### config.mk
export PLATFORM = sky130hd
export DESIGN_NAME = input_debouncer_flat
export DESIGN_NICKNAME = d
export VERILOG_FILES = /design/src/rtl/input_debouncer_pkg.sv /design/src/rtl/input_debouncer_if.sv /design/src/rtl/input_debouncer_sync_chain.sv /design/src/rtl/input_debouncer.sv /design/src/flat_wrapper.sv
export SDC_FILE = /design/constraint.sdc
export NUM_CORES = 1
export LEC_CHECK = 0
export CORE_AREA = 2 2 39 41
export DETAILED_ROUTE_END_ITERATION = 10
export DIE_AREA = 0 0 41 43
export HOLD_SLACK_MARGIN = 0.15
export SLEW_MARGIN = 30
export SYNTH_ARGS = -nofsm -noshare
export SYNTH_HDL_FRONTEND = slang
export SYNTH_HIERARCHICAL = 1
export SYNTH_SLANG_ARGS = --single-unit
### constraint.sdc
create_clock -name clk -period 1.4 [get_ports clk]
set_input_delay 0.28 -clock clk [delete_from_list [all_inputs] [get_ports clk]]
set_output_delay 0.28 -clock clk [all_outputs]
set_load 0.01 [all_outputs]
### src/rtl/input_debouncer_pkg.sv
// Shared types and constants for the input debouncer: FSM state encoding,
// glitch-counter width/ceiling and its saturating increment.
package input_debouncer_pkg;

  typedef enum logic {
    ST_STABLE = 1'b0,
    ST_ARM    = 1'b1
  } state_e;

  localparam int             GLITCH_W   = 8;
  localparam logic [GLITCH_W-1:0] GLITCH_MAX = 8'hFF;

  function automatic logic [GLITCH_W-1:0] glitch_sat_inc(input logic [GLITCH_W-1:0] value);
    if (value == GLITCH_MAX) begin
      return value;
    end else begin
      return value + 8'd1;
    end
  endfunction

endpackage

### src/rtl/input_debouncer_if.sv
// Signal bundle between a raw switch source and the debouncer.
// glitch_cnt exists only when DEBOUNCE_GLITCH_COUNT_EN is defined.
interface input_debouncer_if;
  import input_debouncer_pkg::*;

  logic raw_in;
  logic d_out;
  logic rise_pulse;
  logic fall_pulse;
  logic busy;
`ifdef DEBOUNCE_GLITCH_COUNT_EN
  logic [GLITCH_W-1:0] glitch_cnt;

  modport master (output raw_in, input d_out, rise_pulse, fall_pulse, busy, glitch_cnt);
  modport slave  (input raw_in, output d_out, rise_pulse, fall_pulse, busy, glitch_cnt);
`else
  modport master (output raw_in, input d_out, rise_pulse, fall_pulse, busy);
  modport slave  (input raw_in, output d_out, rise_pulse, fall_pulse, busy);
`endif

endinterface

### src/rtl/input_debouncer_sync_chain.sv
// Multi-flop synchronizer bringing an asynchronous level into the clk domain;
// all stages clear to 0 on reset.
module sync_chain #(
  parameter int STAGES = 2
) (
  input  logic clk,
  input  logic reset,
  input  logic d,
  output logic q
);

  logic [STAGES-1:0] r_chain;

  // Shift chain, oldest sample at the top bit
  always_ff @(posedge clk or negedge reset) begin
    if (!reset) begin
      r_chain <= '0;
    end else begin
      r_chain <= {r_chain[STAGES-2:0], d};
    end
  end

  assign q = r_chain[STAGES-1];

endmodule

### src/rtl/input_debouncer.sv
// Synchronizes a raw switch level, qualifies each change for DEBOUNCE_CYCLES edges
// and drives a clean level plus rise/fall strobes. Optional: DEBOUNCE_GLITCH_COUNT_EN.
module input_debouncer
  import input_debouncer_pkg::*;
#(
  parameter int SYNC_STAGES     = 2,
  parameter int DEBOUNCE_CYCLES = 16
) (
  input  logic               clk,
  input  logic               reset,
  input_debouncer_if.slave   bus
);

  localparam int               CNT_W    = $clog2(DEBOUNCE_CYCLES) + 1;
  localparam logic [CNT_W-1:0] CNT_LAST = CNT_W'(DEBOUNCE_CYCLES - 1);
  localparam logic [CNT_W-1:0] CNT_ONE  = CNT_W'(1);

  logic             w_sync_q;
  state_e           r_state;
  state_e           w_state_nxt;
  logic [CNT_W-1:0] r_cnt;
  logic [CNT_W-1:0] w_cnt_nxt;
  logic             r_d_out;
  logic             w_d_out_nxt;
  logic             r_rise;
  logic             w_rise_nxt;
  logic             r_fall;
  logic             w_fall_nxt;
  logic             r_busy;

  sync_chain #(
    .STAGES (SYNC_STAGES)
  ) u_sync (
    .clk   (clk),
    .reset (reset),
    .d     (bus.raw_in),
    .q     (w_sync_q)
  );

  // Next-state, counter and strobe decode
  always_comb begin
    w_state_nxt = r_state;
    w_cnt_nxt   = r_cnt;
    w_d_out_nxt = r_d_out;
    w_rise_nxt  = 1'b0;
    w_fall_nxt  = 1'b0;
    case (r_state)
      ST_STABLE: begin
        if (w_sync_q != r_d_out) begin
          w_state_nxt = ST_ARM;
          w_cnt_nxt   = CNT_ONE;
        end else begin
          w_cnt_nxt   = '0;
        end
      end
      ST_ARM: begin
        if (w_sync_q == r_d_out) begin
          w_state_nxt = ST_STABLE;
          w_cnt_nxt   = '0;
        end else if (r_cnt == CNT_LAST) begin
          // This edge is the DEBOUNCE_CYCLES-th consecutive mismatch
          w_d_out_nxt = ~r_d_out;
          w_rise_nxt  = ~r_d_out;
          w_fall_nxt  = r_d_out;
          w_state_nxt = ST_STABLE;
          w_cnt_nxt   = '0;
        end else begin
          w_cnt_nxt   = r_cnt + CNT_ONE;
        end
      end
      default: begin
        w_state_nxt = ST_STABLE;
        w_cnt_nxt   = '0;
      end
    endcase
  end

  // State, counter and registered outputs
  always_ff @(posedge clk or negedge reset) begin
    if (!reset) begin
      r_state <= ST_STABLE;
      r_cnt   <= '0;
      r_d_out <= 1'b0;
      r_rise  <= 1'b0;
      r_fall  <= 1'b0;
      r_busy  <= 1'b0;
    end else begin
      r_state <= w_state_nxt;
      r_cnt   <= w_cnt_nxt;
      r_d_out <= w_d_out_nxt;
      r_rise  <= w_rise_nxt;
      r_fall  <= w_fall_nxt;
      r_busy  <= (w_state_nxt == ST_ARM);
    end
  end

  assign bus.d_out      = r_d_out;
  assign bus.rise_pulse = r_rise;
  assign bus.fall_pulse = r_fall;
  assign bus.busy       = r_busy;

`ifdef DEBOUNCE_GLITCH_COUNT_EN
  logic                w_glitch;
  logic [GLITCH_W-1:0] r_glitch_cnt;

  assign w_glitch = (r_state == ST_ARM) && (w_sync_q == r_d_out);

  // Saturating count of aborted qualifications
  always_ff @(posedge clk or negedge reset) begin
    if (!reset) begin
      r_glitch_cnt <= '0;
    end else if (w_glitch) begin
      r_glitch_cnt <= glitch_sat_inc(r_glitch_cnt);
    end else begin
      r_glitch_cnt <= r_glitch_cnt;
    end
  end

  assign bus.glitch_cnt = r_glitch_cnt;
`endif

endmodule

### src/flat_wrapper.sv
// flat-port wrapper written by rule: the top's interface ports become plain ports
module input_debouncer_flat import input_debouncer_pkg::*;
#(
  parameter int SYNC_STAGES     = 2,
  parameter int DEBOUNCE_CYCLES = 16
)
  (clk, reset, bus_raw_in, bus_d_out, bus_rise_pulse, bus_fall_pulse, bus_busy);
  input_debouncer_if bus_i ();
  input  logic clk;
  input  logic reset;
  input wire logic [$bits(bus_i.raw_in)-1:0] bus_raw_in;
  output wire logic [$bits(bus_i.d_out)-1:0] bus_d_out;
  output wire logic [$bits(bus_i.rise_pulse)-1:0] bus_rise_pulse;
  output wire logic [$bits(bus_i.fall_pulse)-1:0] bus_fall_pulse;
  output wire logic [$bits(bus_i.busy)-1:0] bus_busy;
  assign bus_i.raw_in = bus_raw_in;
  assign bus_d_out = bus_i.d_out;
  assign bus_rise_pulse = bus_i.rise_pulse;
  assign bus_fall_pulse = bus_i.fall_pulse;
  assign bus_busy = bus_i.busy;
  input_debouncer #(.SYNC_STAGES(SYNC_STAGES), .DEBOUNCE_CYCLES(DEBOUNCE_CYCLES)) u_core (.clk(clk), .reset(reset), .bus(bus_i));
endmodule
==> metrics.txt, run 1 <==
diode count=0; sequential element share of the synthesized area=0.6567; global route overflow=0; routability congestion estimate=0.7295; Synth-to-Final Area Change=29.55%; crit path launch=u_core/r_cnt[0]; number of nets in the layout=48; I/O pin count=7; DRC marker count from the first detailed-route iteration=4; clock network latency to the later pin of the worst-skew pair=0.26 ns; endpoint type of the worst setup path=flop; CTS Root Cell=clkbuf_4; post-layout minimum cycle time=1.326 ns; netlist area before placement=419.2 sq um; Die Outline Area=1763 sq um; FP Rows=14; mean instance size in the synthesized netlist=13.52 sq um; number of instances in the synthesized netlist=31; count of hold-fix buffers inserted at cts=0; warning count from the yosys run=6; worst-margin pin slew=0.4620 ns; switching power share of the total=0.2054; syn_nets=35; startpoint type of the worst setup path=flop; unrepaired setup endpoints after global routing=no; clock group share of total power=0.363; routed vias=282; via count of the first global-routing pass=276; R2R Path Start=u_core/r_cnt[0]; remaining design rule violation count=0; Inserted Clock Buffers=3; TritonCTS clock tree=done; mean number of vias per cell=4.780; core box area=1384 sq um; number of distinct library cells after synthesis=16; clock sink total=11; arrival time of data at the critical path endpoint=1.48 ns; class of the worst hold path=in -> async; Initial Utilization=0.3029; Slew Limit Headroom=0.6910; final total negative setup slack=0 ns; final antenna-violating net count=0; routed len/inst=11.14 um; reported leakage power=0.2582 nW; length of the first detailed-routing pass in iterations=2; relative contribution of combinational cells to total power=0.052; highest fanout seen on the critical path=5; share of total power in sequential cells=0.584; maximum operating frequency=0.7544 GHz; GRT Util Overall=0.1092; vertical die dimension=43 um; level count of the clock H-tree=1; share of cells above drive strength 1=0.2093; kind of critical path=reg -> reg; Bufs on Longest Clock Path=2; maximum VDD drop=420.9 uV; ratio of final minimum period to clock period=0.9468; first-pass GRT wire length=1173 um; required time worst endpoint=1.55 ns; post-synthesis register bit count=11; port bufs=6; total power after layout=566.8 uW; width of the die=41 um; total internal power=450.4 uW; setup-violating endpoint count in the final report=0; Hold Vio Cnt, Final=0; Max Clock Skew=0.009711 ns; switching pwr=116.4 uW; number of slew-limit violations in the final report=0; Routed Wire Length=657 um; total power per unit cell area=1044 nW/um^2; largest net degree at the start of global routing=12; post-CTS clock slew at the launch and capture registers of the worst setup and hold paths=0.07 ns; number of antenna violations at the first check in global routing=0; # Max-Cap Violations=0; status=completed
==> power by group through the flow <==
stage               combinational [mW]  sequential [mW]  clock, mW
finish                          0.0296            0.331      0.206
global route                    0.0339            0.332      0.241
CTS                             0.0301            0.331      0.216
detailed placement              0.0278            0.338          0
global placement                0.0268            0.338          0
floorplan                       0.0106            0.338          0
==> repair_timing <==
item                                    in CTS  in global routing
resized for setup                            4                  1
buffers inserted                             2                  0
hold endpoints to repair                     0                  0
endpoints found under the setup margin       4                  1
==> sequential cells by signal (all words and copies together) (netlist names) <==
name                   flops
u_core/bus.rise_pulse      1
u_core/r_cnt               5
u_core/u_sync/r_chain      2
u_core/bus.d_out           1
u_core/bus.fall_pulse      1
u_core/bus.busy            1
==> area by class of cell <==
class | instances | area, sq um
Fill cell | 130 | 840.8
Tap cell | 16 | 20.02
Multi-Input combinational cell | 20 | 151.4
Clock buffer | 4 | 26.28
Sequential cell | 11 | 275.3
Timing Repair Buffer | 8 | 70.07
==> routing by layer <==
layer,GRT usage,up-vias,wire length [um]
met5,0,-,0
met4,0.06000,0,8
met3,0.07853,2,37
met2,0.1438,8,332
met1,0.1254,143,278
li1,-,129,-
==> cell usage in the layout (no fill, tap or decap), drive strengths merged <==
| cell | synthesis | final |
|---|---|---|
| nor4 | 1 | 1 |
| nor2 | 2 | 2 |
| o21ai | 1 | 1 |
| dlygate4sd2 | 0 | 4 |
| ha | 1 | 1 |
| mux2 | 1 | 1 |
| nor3b | 1 | 1 |
| nand2 | 3 | 3 |
| xor2 | 2 | 2 |
| buf | 0 | 2 |
| clkdlybuf4s50 | 0 | 2 |
| clkbuf | 0 | 4 |
| xnor2 | 1 | 1 |
| and2 | 2 | 2 |
| and4 | 1 | 1 |
| dfrtp | 11 | 11 |
| nand3 | 2 | 2 |
| and4b | 1 | 1 |
| nor3 | 1 | 1 |
==> through the flow <==
| step | setup WS [ns] | instances | area (sq um) | hold slack, ns | util |
|---|---|---|---|---|---|
| global route | 0.02082 | 59 | 543.0 | 0.3589 | 0.3924 |
| CTS | 0.07900 | 59 | 535.5 | 0.3509 | 0.3870 |
| finish | 0.07446 | 59 | 543.0 | 0.3317 | 0.3924 |
| global placement | 0.08812 | 53 | 499.2 | 0.3318 | 0.3608 |
| floorplan | 0.1235 | 31 | 419.2 | -0.01559 | - |
| detailed placement | 0.07667 | 53 | 499.2 | 0.3452 | 0.3608 |
==> cells in the mapped netlist, drive strengths merged <==
cell type,number,area [sq um]
and2,2,12.51
and4,1,8.760
and4b,1,13.76
dfrtp,11,275.3
ha,1,12.51
mux2,1,15.01
nand2,3,13.77
nand3,2,10.01
nor2,2,7.510
nor3,1,5.000
nor3b,1,7.510
nor4,1,6.260
o21ai,1,5.000
xnor2,1,8.760
xor2,2,17.52
==> cells by family (layout without fill, tap and decap cells) <==
logic type	count (synthesis)	after routing	share of synthesized area
xor gates and xnor gates	3	3	0.06270
and+or+nand+nor	14	14	0.2030
AOI/OAI and AO/OA	1	1	0.01193
buffers and inverters	0	12	0
muxes	1	1	0.03581
DFF	11	11	0.6567
adders and majority gates	1	1	0.02985
==> path summary, 6_finish.rpt <==
path,endpoint,slack [ns],cells past startpoint
setup reg to reg,u_core/bus.d_out,0.07,4
setup / recovery,u_core/bus.d_out,0.07,4
max in group asynchronous,u_core/r_cnt[0],0.74,1
hold / removal,u_core/bus.d_out,0.33,1
hold reg to reg,u_core/u_sync/r_chain[1],0.35,0
min in group clk,u_core/u_sync/r_chain[1],0.35,0
==> critical path, stage by stage (launching register included) <==
cell	delay, ns
dfrtp_1	0.39
ha_1	0.25
and4b_4	0.22
nand2_2	0.08
mux2_4	0.29
No activity file was read; power rests on OpenSTA's default activity.
==> inputs of run 2 (changes only) <==
--- a/config.mk
+++ b/config.mk
@@ -6,6 +6,8 @@
 export NUM_CORES = 1
 export LEC_CHECK = 0
 export CORE_AREA = 2 2 39 41
+export CTS_BUF_LIST = sky130_fd_sc_hd__clkbuf_16
+export CTS_CLUSTER_SIZE = 14
 export DETAILED_ROUTE_END_ITERATION = 10
 export DIE_AREA = 0 0 41 43
 export HOLD_SLACK_MARGIN = 0.15
==> metrics.txt, run 2 (same netlist as run 1, synthesis figures left out) <==
status=completed (unchanged); routed vias=265 (was 282); final antenna-violating net count=0 (unchanged); final total negative setup slack=0 ns (unchanged); Max Clock Skew=0.002565 ns (was 0.009711 ns); Layout Utilization=0.4259 (was 0.3924); clock sink total=11 (unchanged); number of antenna violations at the first check in global routing=0 (unchanged); total power after layout=855.9 uW (was 566.8 uW); required time worst endpoint=1.12 ns (was 1.55 ns); Die Outline Area=1763 sq um (unchanged); flip-flop count of the largest register, all copies and words added=5 (unchanged); routed len/inst=11.64 um (was 11.14 um); count of buffer and inverter cells on the critical path=1 (was 0); level count of the clock H-tree=1 (unchanged); # Max-Cap Violations=0 (unchanged); cell-by-cell trace of the critical path=clkdlybuf4s50_1 (was ha_1 > and4b_4 > nand2_2 > mux2_4); share of cells above drive strength 1=0.1667 (was 0.2093); most frequent cells in the layout=dfrtp_1, clkbuf_16, clkdlybuf4s50_1 (was dfrtp_1, dlygate4sd2_1, clkbuf_4); Routed Wire Length=675 um (was 657 um); maximum VDD drop=746.7 uV (was 420.9 uV); Min-Delay Startpoint=u_core/u_sync/r_chain[0]; Regs by FF count=u_core/r_cnt: 5 flops, u_core/u_sync/r_chain: 2 flops (unchanged); Initial Utilization=0.3029 (unchanged); global route overflow=0 (unchanged); highest fanout seen on the critical path=1 (was 5); instance area at placement=499.2 sq um (unchanged); Synth-to-Final Area Change=40.60% (was 29.55%); number of slew-limit violations in the final report=0 (unchanged); endpoint type of the worst setup path=output pin (was flop); worst-margin pin slew=0.4678 ns (was 0.4620 ns); post-layout minimum cycle time=1.348 ns (was 1.326 ns); ratio of final minimum period to clock period=0.9631 (was 0.9468); final cell area excluding filler cells=589.3 sq um (was 543.0 sq um); instance count after placement with tap cells included=53 (unchanged); unrepaired setup endpoints after global routing=no (unchanged); clock network latency to the later pin of the worst-skew pair=0.23 ns (was 0.26 ns); largest register by flop count=u_core/r_cnt (unchanged); maximum operating frequency=0.7417 GHz (was 0.7544 GHz); port bufs=6 (unchanged); Hold Vio Cnt, Final=0 (unchanged); FP Rows=14 (unchanged); vertical die dimension=43 um (unchanged); remaining design rule violation count=0 (unchanged); class of the worst hold path=reg -> reg (was in -> async); R2R Path Start=u_core/r_cnt[0] (unchanged); post-CTS clock slew at the launch and capture registers of the worst setup and hold paths=0.04 ns (was 0.07 ns); mean number of vias per cell=4.569 (was 4.780); width of the die=41 um (unchanged); Critical Path Max Stage Delay=0.52 ns (was 0.39 ns); crit path launch=u_core/bus.rise_pulse (was u_core/r_cnt[0]); reported leakage power=0.3031 nW (was 0.2582 nW); startpoint type of the worst setup path=flop (unchanged); total power per unit cell area=1452 nW/um^2 (was 1044 nW/um^2); arrival time of data at the critical path endpoint=1.07 ns (was 1.48 ns); TritonCTS clock tree=done (unchanged); final instance count without filler cells=58 (was 59); I/O pin count=7 (unchanged); first-pass GRT wire length=1166 um (was 1173 um); number of nets in the layout=47 (was 48); Bufs on Longest Clock Path=2 (unchanged); length of the first detailed-routing pass in iterations=2 (unchanged); core box area=1384 sq um (unchanged); routability congestion estimate=0.7295 (unchanged); Slew Limit Headroom=0.6871 (was 0.6910); Inserted Clock Buffers=3 (unchanged); setup-violating endpoint count in the final report=0 (unchanged); commonest non-fill, non-tap cell in the layout=dfrtp_1 (unchanged); diode count=0 (unchanged); DRC marker count from the first detailed-route iteration=1 (was 4); cell with the largest stage delay on the worst path=clkdlybuf4s50_1 (was dfrtp_1); family with the most delay on the worst path=buffers and inverters (was flip-flops); kind of critical path=reg -> out (was reg -> reg); via count of the first global-routing pass=276 (unchanged); CTS Root Cell=clkbuf_16 (was clkbuf_4); GRT Util Overall=0.1092 (unchanged); largest net degree at the start of global routing=12 (unchanged)
## run 2: cell count changes in the layout (fill, tap and decap cells not counted)
cell | previous run | this run
clkbuf_1 | 1 | 0
dlygate4sd2_1 | 4 | 1
clkdlybuf4s50_1 | 2 | 3
xor2_1 | 1 | 2
clkbuf_4 | 3 | 0
xor2_2 | 1 | 0
inv_1 | 0 | 1
clkbuf_16 | 0 | 3
dlymetal6s2s_1 | 0 | 2
buf_4 | 2 | 1
## run 2: routing by layer
| layer | routed length, um | up-vias | GRT usage |
|---|---|---|---|
| met1 | 301 | 127 | 0.1254 |
| met3 | 53 | 2 | 0.09424 |
| met4 | 7 | 0 | 0.04000 |
| met5 | 0 | - | 0 |
| met2 | 312 | 8 | 0.1438 |
| li1 | - | 128 | - |
## run 2: area by class of cell
class	count	area (sq um)
clock inverter	1	3.754
tap	16	20.02
fill	121	794.5
multi-input combinational	20	143.9
sequential	11	275.3
clock buffer	3	75.07
timing repair buffer	7	71.32
## run 2: through the flow
step,hold WS (ns),setup slack [ns]
detailed placement,0.3452,0.07667
finish,0.3500,0.05166
global placement,0.3318,0.08812
floorplan,-0.01559,0.1235
global route,0.3755,0.001256
CTS,0.3538,0.007579
## run 2: worst paths after layout
kind | endpoint | slack (ns) | cells past startpoint
worst min-delay path | u_core/u_sync/r_chain[1] | 0.35 | 0
worst min register to register | u_core/u_sync/r_chain[1] | 0.35 | 0
worst max-delay path | bus_rise_pulse | 0.05 | 1
min in group asynchronous | u_core/bus.d_out | 0.37 | 1
max in group asynchronous | u_core/r_cnt[0] | 0.71 | 1
worst max register to register | u_core/bus.d_out | 0.08 | 4
## run 2: where the power goes
group,switching [mW],internal [mW],total [mW],leakage (nW)
clock network,0.123,0.373,0.496,0.0423
logic,0.0135,0.0124,0.0259,0.116
registers,0.00609,0.328,0.334,0.144
total,0.143,0.713,0.856,0.303
## run 2: what timing repair did
item / CTS / global route
endpoints found under the hold margin: 0 / 0
cloned: 0 / 0
buffers inserted: 1 / 0
hold buffers: 0 / 0
gates resized for setup: 1 / 2
endpoints found under the setup margin: 2 / 3
